<file path="config.mk">
export PLATFORM = sky130hd
export DESIGN_NAME = uart_rx_fifo
export DESIGN_NICKNAME = d
export VERILOG_FILES = /design/src/rtl/uart_pkg.sv /design/src/rtl/sync_fifo.sv /design/src/rtl/uart_rx_fifo.sv
export SDC_FILE = /design/constraint.sdc
export NUM_CORES = 1
export LEC_CHECK = 0
export BUFFER_PORTS_ARGS = -buffer_cell sky130_fd_sc_hd__buf_2
export CAP_MARGIN = 25
export CORE_MARGIN = 2
export CORE_UTILIZATION = 60
export CTS_BUF_LIST = sky130_fd_sc_hd__clkbuf_4 sky130_fd_sc_hd__clkbuf_8
export CTS_CLUSTER_SIZE = 10
export DETAILED_ROUTE_END_ITERATION = 8
export MAX_ROUTING_LAYER = met4
export PLACE_DENSITY = 0.89
export SETUP_SLACK_MARGIN = 0.05
export SLEW_MARGIN = 20
export SYNTH_ARGS = -nofsm -noshare
export SYNTH_HDL_FRONTEND = slang
export SYNTH_SLANG_ARGS = --single-unit
</file>
<file path="constraint.sdc">
create_clock -name clk -period 7.74 [get_ports clk]
set_clock_uncertainty 0.05 [all_clocks]
set_input_delay 0 -clock clk [delete_from_list [all_inputs] [get_ports clk]]
set_output_delay 0 -clock clk [all_outputs]
set_load 0.01 [all_outputs]
</file>
<file path="src/rtl/uart_pkg.sv">
// Shared definitions for the UART receiver: FSM states, register map and STATUS layout.
package uart_pkg;

    typedef enum logic [1:0] {
        IDLE  = 2'd0,
        START = 2'd1,
        DATA  = 2'd2,
        STOP  = 2'd3
    } rx_state_t;

    localparam logic ADDR_DATA   = 1'b0;
    localparam logic ADDR_STATUS = 1'b1;

    localparam int STAT_NOT_EMPTY = 0;
    localparam int STAT_FULL      = 1;
    localparam int STAT_FRAME_ERR = 2;
    localparam int STAT_OVERRUN   = 3;
    localparam int STAT_COUNT_LSB = 8;

    localparam int DEFAULT_CLKS_PER_BIT = 87;

endpackage

</file>
<file path="src/rtl/sync_fifo.sv">
// Single-clock FIFO with a combinational head so a pushed word is readable the next cycle.
module sync_fifo #(
    parameter int WIDTH = 8,
    parameter int DEPTH = 8
) (
    input  logic                     clk,
    input  logic                     srst,
    input  logic                     push,
    input  logic                     pop,
    input  logic [WIDTH-1:0]         din,
    output logic [WIDTH-1:0]         dout,
    output logic [$clog2(DEPTH):0]   count,
    output logic                     full,
    output logic                     empty
);

    localparam int PTR_W = $clog2(DEPTH);

    logic [WIDTH-1:0] mem [DEPTH];
    logic [PTR_W-1:0] wr_ptr_reg;
    logic [PTR_W-1:0] rd_ptr_reg;
    logic [PTR_W:0]   count_reg;
    logic             do_push;
    logic             do_pop;

    assign empty = (count_reg == '0);
    assign full  = (count_reg == (PTR_W+1)'(DEPTH));
    assign count = count_reg;
    assign dout  = mem[rd_ptr_reg];

    // A push into a full FIFO is only accepted when the same cycle frees a slot.
    assign do_pop  = pop && !empty;
    assign do_push = push && (!full || do_pop);

    always_ff @(posedge clk) begin
        if (srst) begin
            wr_ptr_reg <= '0;
            rd_ptr_reg <= '0;
            count_reg  <= '0;
        end else begin
            if (do_push) begin
                wr_ptr_reg <= wr_ptr_reg + PTR_W'(1);
            end
            if (do_pop) begin
                rd_ptr_reg <= rd_ptr_reg + PTR_W'(1);
            end
            case ({do_push, do_pop})
                2'b10:   count_reg <= count_reg + (PTR_W+1)'(1);
                2'b01:   count_reg <= count_reg - (PTR_W+1)'(1);
                default: count_reg <= count_reg;
            endcase
        end
    end

    always_ff @(posedge clk) begin
        if (do_push) begin
            mem[wr_ptr_reg] <= din;
        end
    end

endmodule

</file>
<file path="src/rtl/uart_rx_fifo.sv">
// UART receiver (8N1) feeding a byte FIFO, exposed as a two-register processor peripheral.
module uart_rx_fifo
    import uart_pkg::*;
#(
    parameter int CLKS_PER_BIT = DEFAULT_CLKS_PER_BIT,
    parameter int FIFO_DEPTH   = 8
) (
    input  logic        clk,
    input  logic        rst,
    input  logic        rx,
    input  logic        addr_i,
    input  logic        rd_i,
    input  logic        wr_i,
    input  logic [31:0] entrada_i,
    output logic [31:0] salida_o,
    output logic        irq_o
);

    localparam int HALF_BIT = CLKS_PER_BIT / 2;
    localparam int BAUD_W   = (CLKS_PER_BIT > 2) ? $clog2(CLKS_PER_BIT) : 1;
    localparam int CNT_W    = $clog2(FIFO_DEPTH) + 1;
    localparam logic [BAUD_W-1:0] BIT_LAST  = BAUD_W'(CLKS_PER_BIT - 1);
    localparam logic [BAUD_W-1:0] HALF_LAST = BAUD_W'(HALF_BIT - 1);

    logic [1:0]        sync_reg;
    logic              rxs;
    logic              rxs_prev_reg;

    rx_state_t         state_reg, state_next;
    logic [BAUD_W-1:0] baud_reg, baud_next;
    logic [2:0]        bit_reg, bit_next;
    logic [7:0]        shift_reg, shift_next;
    logic              push;
    logic              frame_bad;

    logic              overrun_reg;
    logic              frame_err_reg;

    logic [7:0]        fifo_dout;
    logic [CNT_W-1:0]  fifo_count;
    logic              fifo_full;
    logic              fifo_empty;
    logic              pop;
    logic              is_status;
    logic              clr_overrun;
    logic              clr_frame_err;
    logic [31:0]       status_word;
    logic              unused_entrada;

    // The line is asynchronous; only the second flop's output is trusted.
    always_ff @(posedge clk) begin
        if (rst) begin
            sync_reg     <= 2'b11;
            rxs_prev_reg <= 1'b1;
        end else begin
            sync_reg     <= {sync_reg[0], rx};
            rxs_prev_reg <= rxs;
        end
    end

    assign rxs = sync_reg[1];

    always_comb begin
        state_next = state_reg;
        baud_next  = baud_reg;
        bit_next   = bit_reg;
        shift_next = shift_reg;
        push       = 1'b0;
        frame_bad  = 1'b0;
        case (state_reg)
            IDLE: begin
                baud_next = '0;
                bit_next  = '0;
                // Only a falling edge starts a frame, so a line stuck low is ignored.
                if (rxs_prev_reg && !rxs) begin
                    state_next = START;
                end
            end
            START: begin
                if (baud_reg == HALF_LAST) begin
                    baud_next  = '0;
                    state_next = rxs ? IDLE : DATA;
                end else begin
                    baud_next = baud_reg + BAUD_W'(1);
                end
            end
            DATA: begin
                if (baud_reg == BIT_LAST) begin
                    baud_next  = '0;
                    shift_next = {rxs, shift_reg[7:1]};
                    bit_next   = bit_reg + 3'd1;
                    if (bit_reg == 3'd7) begin
                        state_next = STOP;
                    end
                end else begin
                    baud_next = baud_reg + BAUD_W'(1);
                end
            end
            STOP: begin
                if (baud_reg == BIT_LAST) begin
                    baud_next  = '0;
                    state_next = IDLE;
                    push       = rxs;
                    frame_bad  = !rxs;
                end else begin
                    baud_next = baud_reg + BAUD_W'(1);
                end
            end
            default: begin
                state_next = IDLE;
            end
        endcase
    end

    always_ff @(posedge clk) begin
        if (rst) begin
            state_reg <= IDLE;
            baud_reg  <= '0;
            bit_reg   <= '0;
            shift_reg <= '0;
        end else begin
            state_reg <= state_next;
            baud_reg  <= baud_next;
            bit_reg   <= bit_next;
            shift_reg <= shift_next;
        end
    end

    sync_fifo #(
        .WIDTH (8),
        .DEPTH (FIFO_DEPTH)
    ) u_fifo (
        .clk   (clk),
        .srst  (rst),
        .push  (push),
        .pop   (pop),
        .din   (shift_reg),
        .dout  (fifo_dout),
        .count (fifo_count),
        .full  (fifo_full),
        .empty (fifo_empty)
    );

    assign is_status     = (addr_i == ADDR_STATUS);
    assign pop           = rd_i && !is_status && !fifo_empty;
    assign clr_overrun   = wr_i && is_status && entrada_i[STAT_OVERRUN];
    assign clr_frame_err = wr_i && is_status && entrada_i[STAT_FRAME_ERR];
    assign unused_entrada = ^{entrada_i[31:4], entrada_i[1:0]};

    // Set events take priority over a same-cycle software clear.
    always_ff @(posedge clk) begin
        if (rst) begin
            overrun_reg   <= 1'b0;
            frame_err_reg <= 1'b0;
        end else begin
            overrun_reg   <= (push && fifo_full && !pop) || (overrun_reg && !clr_overrun);
            frame_err_reg <= frame_bad || (frame_err_reg && !clr_frame_err);
        end
    end

    always_comb begin
        status_word                          = '0;
        status_word[STAT_NOT_EMPTY]          = !fifo_empty;
        status_word[STAT_FULL]               = fifo_full;
        status_word[STAT_FRAME_ERR]          = frame_err_reg;
        status_word[STAT_OVERRUN]            = overrun_reg;
        status_word[STAT_COUNT_LSB +: 8]     = 8'(fifo_count);
    end

    assign salida_o = is_status  ? status_word :
                      fifo_empty ? 32'h0       : {24'h0, fifo_dout};
    assign irq_o    = !fifo_empty;

endmodule

</file>
**After elaboration in Yosys (flattened, before gate mapping)**

Memories as Yosys holds them, arrays and structs flattened. A register that Yosys moved wholly into a read port is not among the register bits.
Cells that the tools add are included.

- Register bits after elaboration: 35
- Bits in writable memories: 64
- Input port bits: 38
- Output and inout port bits: 33
- Memories: 1

Memory list:

| name | words | width | read ports | clocked after Yosys merged registers in | write ports | line | text |
|---|---|---|---|---|---|---|---|
| u_fifo.mem | 8 | 8 | 1 | 1 | 1 | sync_fifo.sv:19 | `logic [WIDTH-1:0] mem [DEPTH];` |

- Add/subtract/negate cells: 6
- Equality and inequality tests: 14
- Mux-type cells: 23
- Reductions and logical operators: 30

Operator list:

| operator | number |
|---|---|
| $pmux W7 S3 | 1 |
| $mux W7 | 2 |
| $logic_and A1 B1 Y1 | 12 |
| $mux W12 | 1 |
| $mux W2 | 6 |
| $ne A2 B2 Y1 const B | 5 |
| $add A3 B1 Y3 const B | 3 |
| $mux W3 | 3 |
| $mux W8 | 1 |
| $pmux W2 S4 | 1 |
| $pmux W4 S2 | 1 |
| $add A7 B1 Y7 const B | 1 |
| $eq A7 B6 Y1 const B | 1 |
| $eq A7 B7 Y1 const B | 1 |
| $logic_not A1 Y1 | 7 |
| $eq A2 B2 Y1 const B | 3 |
| $mux W1 | 6 |
| $pmux W3 S2 | 1 |
| $reduce_and A5 Y1 | 1 |
| $add A4 B1 Y4 const B | 1 |
| $eq A2 B1 Y1 const B | 2 |
| $eq A4 B4 Y1 const B | 1 |
| $logic_not A4 Y1 | 1 |
| $reduce_and A2 Y1 | 2 |
| other kinds (6) | 9 |

**Logic depth before layout (Yosys ltp)**

- Word-level depth: 8
- Mapped depth: 12
- Mapped depth without buffers: 12

**Hierarchy**

From an unflattened synthesis, not the netlist that was laid out.

- Cells, all modules: 345
- Area, all modules: 4652.0 um^2

By module, submodules not included:

| module | times used | cells each | area each (um^2) |
|---|---|---|---|
| sync_fifo | 1 | 176 | 3203.1 |
| uart_rx_fifo | 1 | 169 | 1448.9 |

**Worst setup path before layout**

No wires, ideal clock.

- Kind: reg-to-reg
- Start point: register baud_reg[0]
- End point: register u_fifo.count_reg[3], in the netlist u_fifo.count[3]
- Arrival time: 2341 ps
- Required time: 7569 ps
- Path slack: 5228 ps
- Cell stages (with the launch flop): 10
- Path buffers: 0
- Period minus slack after synthesis: 2512 ps
- Path through: dfxtp_1 -> inv_1 -> ha_1 -> nand4b_1 -> nor2_1 -> nand3_1 -> ha_1 -> or3_1 -> o32ai_1 -> mux2_2

- Cells in the longest elaborated chain, start to end: 6

Ends and longest elaborated chain:

| element | line | text |
|---|---|---|
| start, declared | uart_rx_fifo.sv:30 | `logic [BAUD_W-1:0] baud_reg, baud_next;` |
| start signal, assigned | uart_rx_fifo.sv:123 | `baud_reg <= baud_next;` |
| $eq A7 B7 Y1 (*) | uart_rx_fifo.sv:100 | `if (baud_reg == BIT_LAST) begin` |
| $mux W1 (*) | uart_rx_fifo.sv:100 |  |
| $mux W1 (*) | uart_rx_fifo.sv:70 | `case (state_reg)` |
| $logic_and A1 B1 Y1 (*) | sync_fifo.sv:33 | `assign do_push = push && (!full \|\| do_pop);` |
| $eq A2 B1 Y1 / $eq A2 B2 Y1 (equally long branches) | sync_fifo.sv:47 | `case ({do_push, do_pop})` |
| $pmux W4 S2 / $reduce_bool A2 Y1 (equally long branches) | - |  |
| end signal, assigned | sync_fifo.sv:48 | `2'b10: count_reg <= count_reg + (PTR_W+1)'(1);` |
| end signal, assigned | sync_fifo.sv:49 | `2'b01: count_reg <= count_reg - (PTR_W+1)'(1);` |
| end signal, assigned | sync_fifo.sv:50 | `default: count_reg <= count_reg;` |
| end, declared | sync_fifo.sv:22 | `logic [PTR_W:0] count_reg;` |

Every way passes the cells marked *; elsewhere a longest branch is shown, timed or not.
A chain may end at the register's enable or synchronous reset.

**Worst setup path in the final report**

Ends and elaborated chain as after synthesis.

==> out/qor.yml <==
cts:
  clock_latency_ns: 0.35
  htreeDepth: 3
  clock_path_buffers: 2
  cts_buffers: 9
  post_cts_resized: 0
  clk_pin_slew_ns: 0.10
  clock_sinks: 102
  cts-root-buf: "clkbuf_8"
  cts_tree: "done"
grt:
  antenna_found_initial: 0
  grt_overflow_total: 0
  grt_max_degree: 33
  grt.total_usage: 0.207
  grt_pass1_wl_um: 11600
  grt_pass1_vias: 2368
timing:
  tightest_slew_ns: 0.940
  fmax_mhz: 343
  setup-violations-final: 0
  min_period_ns: 2.92
  rsz0062_at_grt: "no"
  fin_crit_sh: 0.377
  relSlewSlack: 0.371
  fin_setup_tns_ns: 0
  hold_viol_final: 0
  finalWorstSetupSlack_ns: 4.82
  slew_viol_final: 0
route:
  final_antenna_net_count: 0
  post-route-drc-count: 0
  wire_per_inst_um: 16.2
  via_per_inst: 5.52
  drt_iter0_drc: 166
  vias: 2519
  wirelength_um: 7400
  drtPass1Iterations: 4
die:
  die_area_um2: 7970
  core-area_um2: 7140
  placementRows: 31
  die_w_um: 89.3
  pin_count: 71
  die-height_um: 89.3
  start_util: 0.612
worst_setup_path:
  r2r-end: "u_fifo.count[3]"
  cp-end-kind: "flop"
  crit_arrival_ns: 3.11
  crit_path_end: "u_fifo.count[3]"
  r2r_cells: 9
  reg2reg_from: "baud_reg[0]"
  critPathRequiredTime_ns: 7.94
  cp.depth: 9
  slowest_delay_ns: 0.44
  critPathLaunchType: "flop"
  slowest_stage: "ha_1"
  crit_chain: "inv_1 -> ha_1 -> nand4b_1 -> nor2_1 -> nand3_1 -> ha_1 -> or3_1 -> o32ai_1 -> mux2_2"
  path_class: "flop to flop"
  rrSetupSlack_ns: 4.82
  critPathTopFamily: "simple AND/OR/NAND/NOR gates"
  crit_buf_inv: 1
  startpoint: "baud_reg[0]"
  crit_top_cell: "ha_1"
  worstPathMaxFanout: 6
power:
  max-vdd-ir-drop_uv: 113
  static-leakage-power_nw: 1.66
  cellPowerDensity_nw_per_um2: 200
  total_power_mw: 0.954
final_layout:
  diodes: 0
  most-common-layout-cells: "edfxtp_1 (64), dfxtp_1 (37), nor2_1 (36), conb_1 (20), buf_2 (20)"
  final_common_cell: "edfxtp_1"
  seq_area_um2: 2680
  multiInputGateArea_um2: 1520
  nets: 399
  nFillCells: 492
  largest_reg_flops: 64
  drive_gt1_frac: 0.188
  area_growth_pct: 9.09
synth:
  synth_xor_area_frac: 0.0201
  synth_area_um2: 4370
  syn_area_per_cell_um2: 13.4
  syn_inst: 325
  ys_types: 45
  yosysWarnings: 0
  synth-adder-area-share: 0.0258
  synth.area.mux_share: 0.122
  synth_edf_count: 64
  yosysSeqAreaShare: 0.615
  synth-compound-area-share: 0.0447
  synth.ff_latch_count: 102
  synth_top_flop_cell: "edfxtp_1"
  ys_async_sr_fraction: 0
  synthSimpleGateAreaFrac: 0.118
  synth_top_family_by_area: "multiplexers"
placement:
  dp_worst_setup_slack_ns: 4.84
  hpwl_um: 5000
  gp_congestion: 0.826
  port_buffers: 20
flow_run:
  cap_violations: 0
worst_hold_path:
  hp-class: "primary input to flop"
run_status:
  status: "finished, final reports clean"
[per-stage QoR]
step / cells / cell area [um2] / hold WS (ns) / utilization
4_1_cts: 456 / 4760 / 0.0644 / 0.667
3_3_place_gp: 435 / 4480 / 0.132 / 0.628
2_1_floorplan: 344 / 4440 / 0.0538 / -
3_5_place_dp: 435 / 4480 / 0.136 / 0.628
6_report: 456 / 4760 / 0.0663 / 0.667
5_1_grt: 456 / 4760 / 0.0799 / 0.667
[per-layer routing]
metal  wire (um)  vias up  global-route usage
met4          76        0              0.0868
li1            -     1209                   -
met1        3260     1240               0.267
met3         323        8              0.0332
met5           0        -                   -
met2        3750       62               0.330
[final cells by class]
cell class,instances,area share
clock buffer,9,0.0260
clock inverter,7,0.0215
inverter,6,0.00473
multi-input combinational,203,0.319
sequential,102,0.564
tap,99,0.0260
timing repair buffer,30,0.0394
[power by group]
group          internal (mW)  switching, mW
clock network          0.186          0.179
logic                0.00483         0.0110
registers              0.571        0.00121
total                  0.762          0.192
[worst min path at each step]
stage | cells after the start | from | endpoint | slack (ns)
6_report | 2 | rst | u_fifo.count[0] | 0.07
5_1_grt | 2 | rst | u_fifo.count[1] | 0.08
4_1_cts | 2 | rst | u_fifo.count[0] | 0.06
3_5_place_dp | 2 | rx | sync_reg[0] | 0.14
3_3_place_gp | 2 | rx | sync_reg[0] | 0.13
2_1_floorplan | 1 | rx | sync_reg[0] | 0.05
[synthesized netlist by cell type (all sizes together) (2+ instances only)]
library cell,n,area share
clkbuf,6,0.0052
mux4,16,0.083
a21oi,11,0.013
buf,27,0.044
or4,2,0.0034
nor2,36,0.031
a31oi,2,0.0029
o22ai,2,0.0029
nor4,2,0.0043
mux2i,16,0.037
nand2,9,0.0077
xnor2,5,0.010
o21ai,9,0.010
nor3,7,0.0080
a311oi,2,0.0040
and3,4,0.0069
or3,3,0.0043
edfxtp,64,0.44
or2,5,0.0072
nand3,9,0.010
and2,4,0.0057
dfxtp,38,0.17
nand2b,5,0.0072
ha,9,0.026
xor2,5,0.010
nor2b,7,0.010
inv,6,0.0052
[cell families (layout without fill, tap and decap cells)]
| group | count (synthesis) | count (layout) |
|---|---|---|
| xor+xnor | 10 | 10 |
| other cells | 1 | 20 |
| buf+inv | 39 | 52 |
| fa+ha+maj | 9 | 9 |
| compound gates | 32 | 32 |
| simple gates | 99 | 99 |
| mux | 33 | 33 |
| flops | 102 | 102 |
[what timing repair did]
action	4_1_cts	5_1_grt
buffers inserted	0	0
hold buffers	5	0
endpoints found under the hold margin	3	0
(Power assumes the default switching activity.)
